$ cat src/rtl/dragon_collision_scanner_pkg.sv
// Shared field widths, sentinel position and scan state encoding for the
// dragon collision scanner.
package dragon_collision_scanner_pkg;

   localparam int NUM_SEG = 7;
   localparam int POS_W   = 8;
   localparam int SEG_W   = 10;
   localparam int IDX_W   = 3;
   localparam int CNT_W   = 4;

   localparam logic [POS_W-1:0] EMPTY_POS = 8'hFB;

   typedef enum logic [1:0] {
      IDLE   = 2'd0,
      SCAN   = 2'd1,
      REPORT = 2'd2
   } scan_state_e;

   function automatic logic [POS_W-1:0] seg_pos(input logic [SEG_W-1:0] seg);
      return seg[POS_W-1:0];
   endfunction

   // Head is always present, so the count is one more than the enabled bodies.
   function automatic logic [CNT_W-1:0] alive_of(input logic [NUM_SEG-1:0] en);
      logic [CNT_W-1:0] cnt;
      cnt = 4'd1;
      for (int i = 0; i < NUM_SEG; i++) begin
         cnt = cnt + {3'd0, en[i]};
      end
      return cnt;
   endfunction

endpackage

$ cat src/rtl/dragon_collision_scanner_seg_select.sv
// Combinational 8:1 segment picker: returns liveness and position of the
// snapshot entry at idx (0 = head).
module seg_select
   import dragon_collision_scanner_pkg::*;
(
   input  logic [NUM_SEG:0][POS_W-1:0] pos_i,
   input  logic [NUM_SEG-1:0]          en_i,
   input  logic [IDX_W-1:0]            idx_i,
   output logic                        live_o,
   output logic [POS_W-1:0]            pos_o
);

   logic [NUM_SEG:0] en_full;

   always_comb begin
      en_full = {en_i, 1'b1};
      pos_o   = pos_i[idx_i];
      live_o  = en_full[idx_i] & (pos_i[idx_i] != EMPTY_POS);
   end

endmodule

$ cat src/rtl/dragon_collision_scanner.sv
// Per-frame scan of the dragon head and body against the player and sword
// tiles; emits one-clock hit/hurt pulses and the live-segment count.
module dragon_collision_scanner
   import dragon_collision_scanner_pkg::*;
(
   input  logic                 clk,
   input  logic                 reset,
   input  logic                 vsync_i,
   input  logic [SEG_W-1:0]     dragon_head_i,
   input  logic [SEG_W-1:0]     dragon_1_i,
   input  logic [SEG_W-1:0]     dragon_2_i,
   input  logic [SEG_W-1:0]     dragon_3_i,
   input  logic [SEG_W-1:0]     dragon_4_i,
   input  logic [SEG_W-1:0]     dragon_5_i,
   input  logic [SEG_W-1:0]     dragon_6_i,
   input  logic [SEG_W-1:0]     dragon_7_i,
   input  logic [NUM_SEG-1:0]   display_en_i,
   input  logic [POS_W-1:0]     player_pos_i,
   input  logic [POS_W-1:0]     sword_pos_i,
   input  logic                 sword_active_i,
   output logic                 dragon_hit_o,
   output logic                 player_hurt_o,
   output logic [IDX_W-1:0]     hit_index_o,
   output logic [CNT_W-1:0]     alive_count_o,
   output logic                 scan_busy_o
);

   scan_state_e state_q, state_d;

   logic                        pre_vsync_q;
   logic                        vsync_rise;

   logic [NUM_SEG:0][POS_W-1:0] pos_snap_q, pos_snap_d;
   logic [NUM_SEG-1:0]          en_snap_q, en_snap_d;
   logic [POS_W-1:0]            player_snap_q, player_snap_d;
   logic [POS_W-1:0]            sword_snap_q, sword_snap_d;
   logic                        sword_act_q, sword_act_d;

   logic [IDX_W-1:0]            idx_q, idx_d;
   logic                        hit_flag_q, hit_flag_d;
   logic                        hurt_flag_q, hurt_flag_d;
   logic [IDX_W-1:0]            hit_idx_q, hit_idx_d;

   logic                        dragon_hit_q, dragon_hit_d;
   logic                        player_hurt_q, player_hurt_d;
   logic [IDX_W-1:0]            hit_index_q, hit_index_d;
   logic [CNT_W-1:0]            alive_q, alive_d;

   logic                        seg_live;
   logic [POS_W-1:0]            seg_pos_w;
   logic                        sword_match;
   logic                        player_match;

   // Orientation is carried by the body queue but plays no part in collision.
   logic unused_orient;
   assign unused_orient = ^{dragon_head_i[SEG_W-1:POS_W], dragon_1_i[SEG_W-1:POS_W],
                            dragon_2_i[SEG_W-1:POS_W], dragon_3_i[SEG_W-1:POS_W],
                            dragon_4_i[SEG_W-1:POS_W], dragon_5_i[SEG_W-1:POS_W],
                            dragon_6_i[SEG_W-1:POS_W], dragon_7_i[SEG_W-1:POS_W]};

   assign vsync_rise = vsync_i & ~pre_vsync_q;

   seg_select u_seg_select (
      .pos_i  (pos_snap_q),
      .en_i   (en_snap_q),
      .idx_i  (idx_q),
      .live_o (seg_live),
      .pos_o  (seg_pos_w)
   );

   assign sword_match  = seg_live & sword_act_q & (seg_pos_w == sword_snap_q);
   assign player_match = seg_live & (seg_pos_w == player_snap_q);

   always_ff @(posedge clk) begin
      if (!reset) begin
         state_q       <= IDLE;
         pre_vsync_q   <= 1'b0;
         pos_snap_q    <= '0;
         en_snap_q     <= '0;
         player_snap_q <= '0;
         sword_snap_q  <= '0;
         sword_act_q   <= 1'b0;
         idx_q         <= '0;
         hit_flag_q    <= 1'b0;
         hurt_flag_q   <= 1'b0;
         hit_idx_q     <= '0;
         dragon_hit_q  <= 1'b0;
         player_hurt_q <= 1'b0;
         hit_index_q   <= '0;
         alive_q       <= '0;
      end else begin
         state_q       <= state_d;
         pre_vsync_q   <= vsync_i;
         pos_snap_q    <= pos_snap_d;
         en_snap_q     <= en_snap_d;
         player_snap_q <= player_snap_d;
         sword_snap_q  <= sword_snap_d;
         sword_act_q   <= sword_act_d;
         idx_q         <= idx_d;
         hit_flag_q    <= hit_flag_d;
         hurt_flag_q   <= hurt_flag_d;
         hit_idx_q     <= hit_idx_d;
         dragon_hit_q  <= dragon_hit_d;
         player_hurt_q <= player_hurt_d;
         hit_index_q   <= hit_index_d;
         alive_q       <= alive_d;
      end
   end

   always_comb begin
      state_d       = state_q;
      pos_snap_d    = pos_snap_q;
      en_snap_d     = en_snap_q;
      player_snap_d = player_snap_q;
      sword_snap_d  = sword_snap_q;
      sword_act_d   = sword_act_q;
      idx_d         = idx_q;
      hit_flag_d    = hit_flag_q;
      hurt_flag_d   = hurt_flag_q;
      hit_idx_d     = hit_idx_q;
      dragon_hit_d  = 1'b0;
      player_hurt_d = 1'b0;
      hit_index_d   = hit_index_q;
      alive_d       = alive_q;

      case (state_q)
         IDLE: begin
            if (vsync_rise) begin
               pos_snap_d    = {seg_pos(dragon_7_i), seg_pos(dragon_6_i),
                                seg_pos(dragon_5_i), seg_pos(dragon_4_i),
                                seg_pos(dragon_3_i), seg_pos(dragon_2_i),
                                seg_pos(dragon_1_i), seg_pos(dragon_head_i)};
               en_snap_d     = display_en_i;
               player_snap_d = player_pos_i;
               sword_snap_d  = sword_pos_i;
               sword_act_d   = sword_active_i;
               idx_d         = '0;
               hit_flag_d    = 1'b0;
               hurt_flag_d   = 1'b0;
               hit_idx_d     = '0;
               state_d       = SCAN;
            end
         end

         SCAN: begin
            // First sword strike wins; later strikes only keep the flag set.
            if (sword_match && !hit_flag_q) begin
               hit_idx_d = idx_q;
            end
            hit_flag_d  = hit_flag_q | sword_match;
            hurt_flag_d = hurt_flag_q | player_match;
            idx_d       = idx_q + 3'd1;
            if (idx_q == 3'(NUM_SEG)) begin
               state_d = REPORT;
            end
         end

         REPORT: begin
            dragon_hit_d  = hit_flag_q;
            player_hurt_d = hurt_flag_q;
            if (hit_flag_q) begin
               hit_index_d = hit_idx_q;
            end
            alive_d = alive_of(en_snap_q);
            state_d = IDLE;
         end

         default: begin
            state_d = IDLE;
         end
      endcase
   end

   assign dragon_hit_o  = dragon_hit_q;
   assign player_hurt_o = player_hurt_q;
   assign hit_index_o   = hit_index_q;
   assign alive_count_o = alive_q;
   assign scan_busy_o   = (state_q != IDLE);

endmodule
$ cat config.mk
export PLATFORM = sky130hd
export DESIGN_NAME = dragon_collision_scanner
export DESIGN_NICKNAME = d
export VERILOG_FILES = /design/src/rtl/dragon_collision_scanner_pkg.sv /design/src/rtl/dragon_collision_scanner_seg_select.sv /design/src/rtl/dragon_collision_scanner.sv
export SDC_FILE = /design/constraint.sdc
export NUM_CORES = 1
export LEC_CHECK = 0
export BUFFER_PORTS_ARGS = -buffer_cell sky130_fd_sc_hd__buf_2
export CAP_MARGIN = 15
export CORE_MARGIN = 4
export CORE_UTILIZATION = 54
export CTS_CLUSTER_SIZE = 14
export DETAILED_ROUTE_END_ITERATION = 7
export GPL_TIMING_DRIVEN = 0
export PLACE_DENSITY = 0.79
export REMOVE_ABC_BUFFERS = 1
export SYNTH_ARGS = -nofsm -noshare
export SYNTH_HDL_FRONTEND = slang
export SYNTH_SLANG_ARGS = --single-unit
$ cat constraint.sdc
create_clock -name clk -period 3.62 [get_ports clk]
set_input_delay 0.543 -clock clk [delete_from_list [all_inputs] [get_ports clk]]
set_output_delay 0.543 -clock clk [all_outputs]
set_load 0.01 [all_outputs]
* Word-level counts from Yosys, hierarchy flattened
Index checks and enable logic that the tools add are counted.
Cells by class: bitwise operators 8, equal/unequal tests 9, $add $sub $neg 8, multiplexer cells 14, reductions and logical operators 11, $lt $le $gt $ge 1
Operators with widths (number):
- $bmux W8 S3 | 1
- $add A4 B1 Y4 | 4
- $eq A8 B8 Y1 | 2
- $pmux W3 S2 | 2
- $reduce_and A2 Y1 | 5
- $mux W8 | 1
- $ne A8 B8 Y1 const B | 1
- $mux W3 | 2
- $ne A2 B2 Y1 const B | 3
- $and A1 B1 Y1 | 5
- $add A3 B1 Y4 | 1
- $lt A3 B4 Y1 const B | 1
- $mux W2 | 2
- $pmux W1 S2 | 2
- $pmux W2 S2 | 1
- $reduce_bool A2 Y1 | 2
- $add A2 B1 Y3 | 1
- $add A3 B1 Y3 const B | 1
- $bmux W1 S3 | 1
- $eq A3 B3 Y1 const B | 1
- $reduce_and A3 Y1 | 1
- $add A1 B1 Y2 const A | 1
- $eq A2 B1 Y1 const B | 1
- $eq A2 B2 Y1 const B | 1
- 6 further kinds | 8
Word-level totals: output and inout port bits 10, register bits after elaboration 108, logic and storage cells 73, bits of input ports 107

* Depth between registers and ports, before layout
word-level depth 9, mapped depth 11, mapped depth without buffers 11

* Modules after synthesis
Synthesis repeated with hierarchy kept, for this count alone.
Unflattened totals: cell total of the unflattened synthesis 563, area total of the unflattened synthesis 5072.4 um^2
Modules (own cells, without submodules):
- dragon_collision_scanner | sequential area each 2162.1 um^2, area each 4376.7 um^2, instances 1, cells an instance 507
- seg_select | sequential area each 0.0 um^2, area each 695.7 um^2, instances 1, cells an instance 56

* Worst setup path before layout
No wires, ideal clock.
path kind register -> register, from register en_snap_q[0], to register alive_q[2] (netlist: alive_count_o[2]), period minus slack after synthesis 2.565 ns, library setup time 0.116 ns, path slack 1.055 ns, cell stages (with the launch flop) 12, arrival 2.449 ns, path buffers 0, data required time 3.504 ns, path through dfxtp_1 > inv_1 > ha_1 > fa_1 > fa_1 > inv_1 > ha_1 > inv_1 > fa_1 > xnor2_1 > mux2i_1 > nor2b_1
Between the ends: longest elaborated chain between the ends 7
RTL lines:
- start, declared | line dragon_collision_scanner.sv:34 | logic [NUM_SEG-1:0] en_snap_q, en_snap_d;
- start signal, assigned | line dragon_collision_scanner.sv:95 | en_snap_q <= en_snap_d;
- $add A1 B1 Y2 | line dragon_collision_scanner_pkg.sv:28 | cnt = cnt + {3'd0, en[i]};
- $add A2 B1 Y3 | line dragon_collision_scanner_pkg.sv:28
- $add A3 B1 Y4 | line dragon_collision_scanner_pkg.sv:28
- $add A4 B1 Y4 (4 in a row) | line dragon_collision_scanner_pkg.sv:28
- end signal, assigned | line dragon_collision_scanner.sv:106 | alive_q <= alive_d;
- end, declared | line dragon_collision_scanner.sv:47 | logic [CNT_W-1:0] alive_q, alive_d;
Every way passes these cells. A chain may end at the register's enable or synchronous reset.

* Final worst setup path
Same ends and word-level chain as after synthesis.

==> results by group <==
Status
  – Status: complete, no violations

Layout
  – Antenna cell count: 0
  – Area growth syn-to-layout: 16.3%
  – Reg area: about 2200 um2
  – Filler cells: roughly 770
  – Share of cells above drive strength 1: 0.205
  – Nets@finish: 770
  – Area of the multi-input gates: approximately 2600 um2
  – Final core occ: 0.655

Critical path
  – Terminus of the critical flop-to-flop path: alive_count_o[2]
  – CP Capture Type: flop
  – Required @ worst endpoint: 3.92 ns
  – Crit path DAT: between 3 and 4 ns
  – Highest net fanout along the worst path: 3
  – Critical Path Source Type: flop
  – Worst reg2reg startpoint: en_snap_q[0]
  – R2R setup slack: 0.90 ns
  – End point of the critical path: alive_count_o[2]
  – Critical path type: flop to flop
  – Worst reg-to-reg path cell count: 11
  – CP Launch Point: en_snap_q[0]

Clock tree
  – CTS sink cnt: about 110
  – Clock transition at the registers of the reported paths: about 0.10 ns
  – CTS H-Tree Depth: 3
  – Post-CTS Hold Fix Bufs: 0
  – CTS Buffer Depth: 2
  – Clk root buf: clkbuf_8
  – CTS tree: done
  – Number of CTS-inserted buffers: 9
  – Setup Buffers After CTS: 0
  – Post_cts resized: 0
  – Clock Latency Late Sink: ~0.36 ns

Pwr
  – Pwr Density: ~430 nW/um2
  – Clock power frac: 0.339
  – Logic gate share of total power: 0.146
  – Design Power: roughly 0.0025 W
  – Max IR drop VDD: 212 uV
  – Switch share: 0.249
  – Seq pwr share: 0.515
  – Net Switching: approximately 0.00062 W
  – Internal Power: ~0.0019 W
  – Pleak: roughly 2.3 nW

Synthesis
  – Synthesized flop and latch total: 108
  – Synth area leader: dfxtp_1
  – Sequential area share after synthesis: 0.434
  – Synth Cell Area: between 4000 and 5000 um2
  – Number of synthesized flops with an enable pin: 0
  – Top FF cell, synth: dfxtp_1
  – Mapped Cells: around 580
  – Mean post-synth cell area: slightly below 9 um2
  – Most frequent cell after synthesis: nand2_1
  – Post-synth top cells: 191 x nand2_1, 108 x dfxtp_1, 94 x a21boi_0
  – Ys Warns: 0
  – Synth top area share: 0.434
  – FFs w/ async S/R, synth: 0
  – Cell variety after synth: 37
  – Synth top area cells: dfxtp_1 43%, nand2_1 14%, a21boi_0 14%

Global route
  – First-pass GRT wire length: roughly 18000 um
  – GRT Total Usage: 0.199
  – Pin count of the biggest net entering global routing: ~110
  – Gr ovfl total: 0
  – Initial antenna violation count: 0
  – Vias in the first global route: about 4000

STA
  – RSZ-0062 raised after global routing: no
  – Final TNS setup: 0 ns
  – Fin. max-slew vios: 0
  – Max Clk Rate: 0.368 GHz
  – Period minus WS final: approximately 2.7 ns
  – Worst Skew: between 0.009 and 0.01 ns
  – Worst setup margin: about 0.9 ns
  – Setup violations, final: 0
  – Rel. slew slack: 0.419
  – Final Hold Vio Count: 0
  – Crit share post-route: 0.751
  – Slew at the pin with the worst max-slew slack: ~0.87 ns

Routing
  – WL per Instance: 14.1 um
  – DR vias/cell: between 5 and 6
  – Total routed wirelength: 10800 um
  – Initial DRC Count: ~140
  – Router iterations before antenna repair: 4
  – DR DRC count: 0
  – Via count: about 4000
  – Post-DRT Antenna Nets: 0

Die
  – Row cnt: 34
  – Core area: 8850 um2
  – Die Y: 104 um
  – Full die area: 10800 um2
  – Initial Util: 0.563
  – Die Width: approximately 100 um
  – I/O pin count: 117

Worst hold path
  – HP Class: input port to flop
  – Hold Crit Start: dragon_3_i[2]

Job
  – Max-cap violation count: 0

Placement
  – Final HPWL DP: roughly 7700 um
  – Placer Congestion: about 0.82
  – Post-Place Worst Slack: slightly above 0.9 ns
  – Port bufs: 100
==> how the worst min path moves through the flow <==
stage | endpoint | slack, ns | cells after the start
2_1_floorplan | pos_snap_q[18] | 0.44 | 2
3_3_place_gp | hit_index_o[2] | 0.45 | 2
3_5_place_dp | pos_snap_q[52] | 0.46 | 2
4_1_cts | pre_vsync_q | 0.40 | 2
5_1_grt | pos_snap_q[37] | 0.41 | 3
6_report | pos_snap_q[26] | 0.42 | 3
==> worst max-delay path, cell delays in order, from the launching register on <==
cell and delay [ns]:
dfxtp_1 0.35, inv_1 0.05, ha_1 0.30, fa_1 0.50, fa_1 0.41, inv_1 0.07, ha_1 0.16, inv_1 0.06
fa_1 0.40, xnor2_1 0.17, mux2i_1 0.09, nor2b_1 0.12
==> area by class of cell <==
type                    count  area share
clock buffers              11      0.0227
clock inverters             5      0.0173
inverters                  14     0.00907
multi-input cells         413       0.449
flip-flops and latches    108       0.373
well taps                 108      0.0233
repair buffers            108       0.105
==> per-stage QoR <==
step / instances / cell area (um2) / hold WS [ns]
finish: 767 / 5790 / 0.417
global placement: 743 / 5440 / 0.454
floorplan: 535 / 4810 / 0.440
CTS: 767 / 5790 / 0.403
global route: 767 / 5790 / 0.411
detailed placement: 751 / 5560 / 0.458
==> power groups by stage <==
| stage | clock network [W] | logic (W) | registers (W) |
|---|---|---|---|
| 2_1_floorplan | 0 | 0.000229 | 0.00131 |
| 3_3_place_gp | 0 | 0.000342 | 0.00132 |
| 3_5_place_dp | 0 | 0.000367 | 0.00132 |
| 4_1_cts | 0.000863 | 0.000369 | 0.00129 |
| 5_1_grt | 0.000907 | 0.000410 | 0.00130 |
| 6_report | 0.000849 | 0.000365 | 0.00129 |
==> routing by layer <==
metal | global-route usage | vias up | wire length [um]
met4 | 0.0836 | 0 | 240
met2 | 0.347 | 74 | 5400
met5 | 0 | - | 0
met1 | 0.246 | 1874 | 4800
li1 | - | 2067 | -
met3 | 0.0273 | 23 | 361
==> registers in the layout, indices dropped and copies added (netlist names), 2 cells and up <==
name,count
pos_snap_q,64
player_snap_q,8
sword_snap_q,8
en_snap_q,7
alive_count_o,4
hit_idx_q,3
hit_index_o,3
idx_q,3
state_q,2
==> layout by cell type (no fill, tap or decap), types with 2 or more instances in the layout <==
master and count:
nor2b_1 7, and3_1 4, o21ai_0 3, bufinv_16 3, a21boi_0 94, a21oi_1 5
ha_1 6, fa_1 3, buf_6 6, nand2_1 191, nor4_1 3, mux2i_4 2
nand3_1 13, clkbuf_8 9, mux2i_1 30, and2_1 5, dfxtp_1 107, a22oi_1 12
buf_12 2, clkbuf_1 2, xnor2_1 15, mux4_2 5, clkinv_2 2, buf_2 99
inv_1 14
==> cell families after synthesis <==
group,count (synthesis),share of synthesized area
compound gates,118,0.174
xor+xnor,16,0.0281
buf+inv,54,0.0452
mux,37,0.0920
simple gates,233,0.199
fa+ha+maj,9,0.0271
flops,108,0.434
No activity file was read; power rests on OpenSTA's default activity.
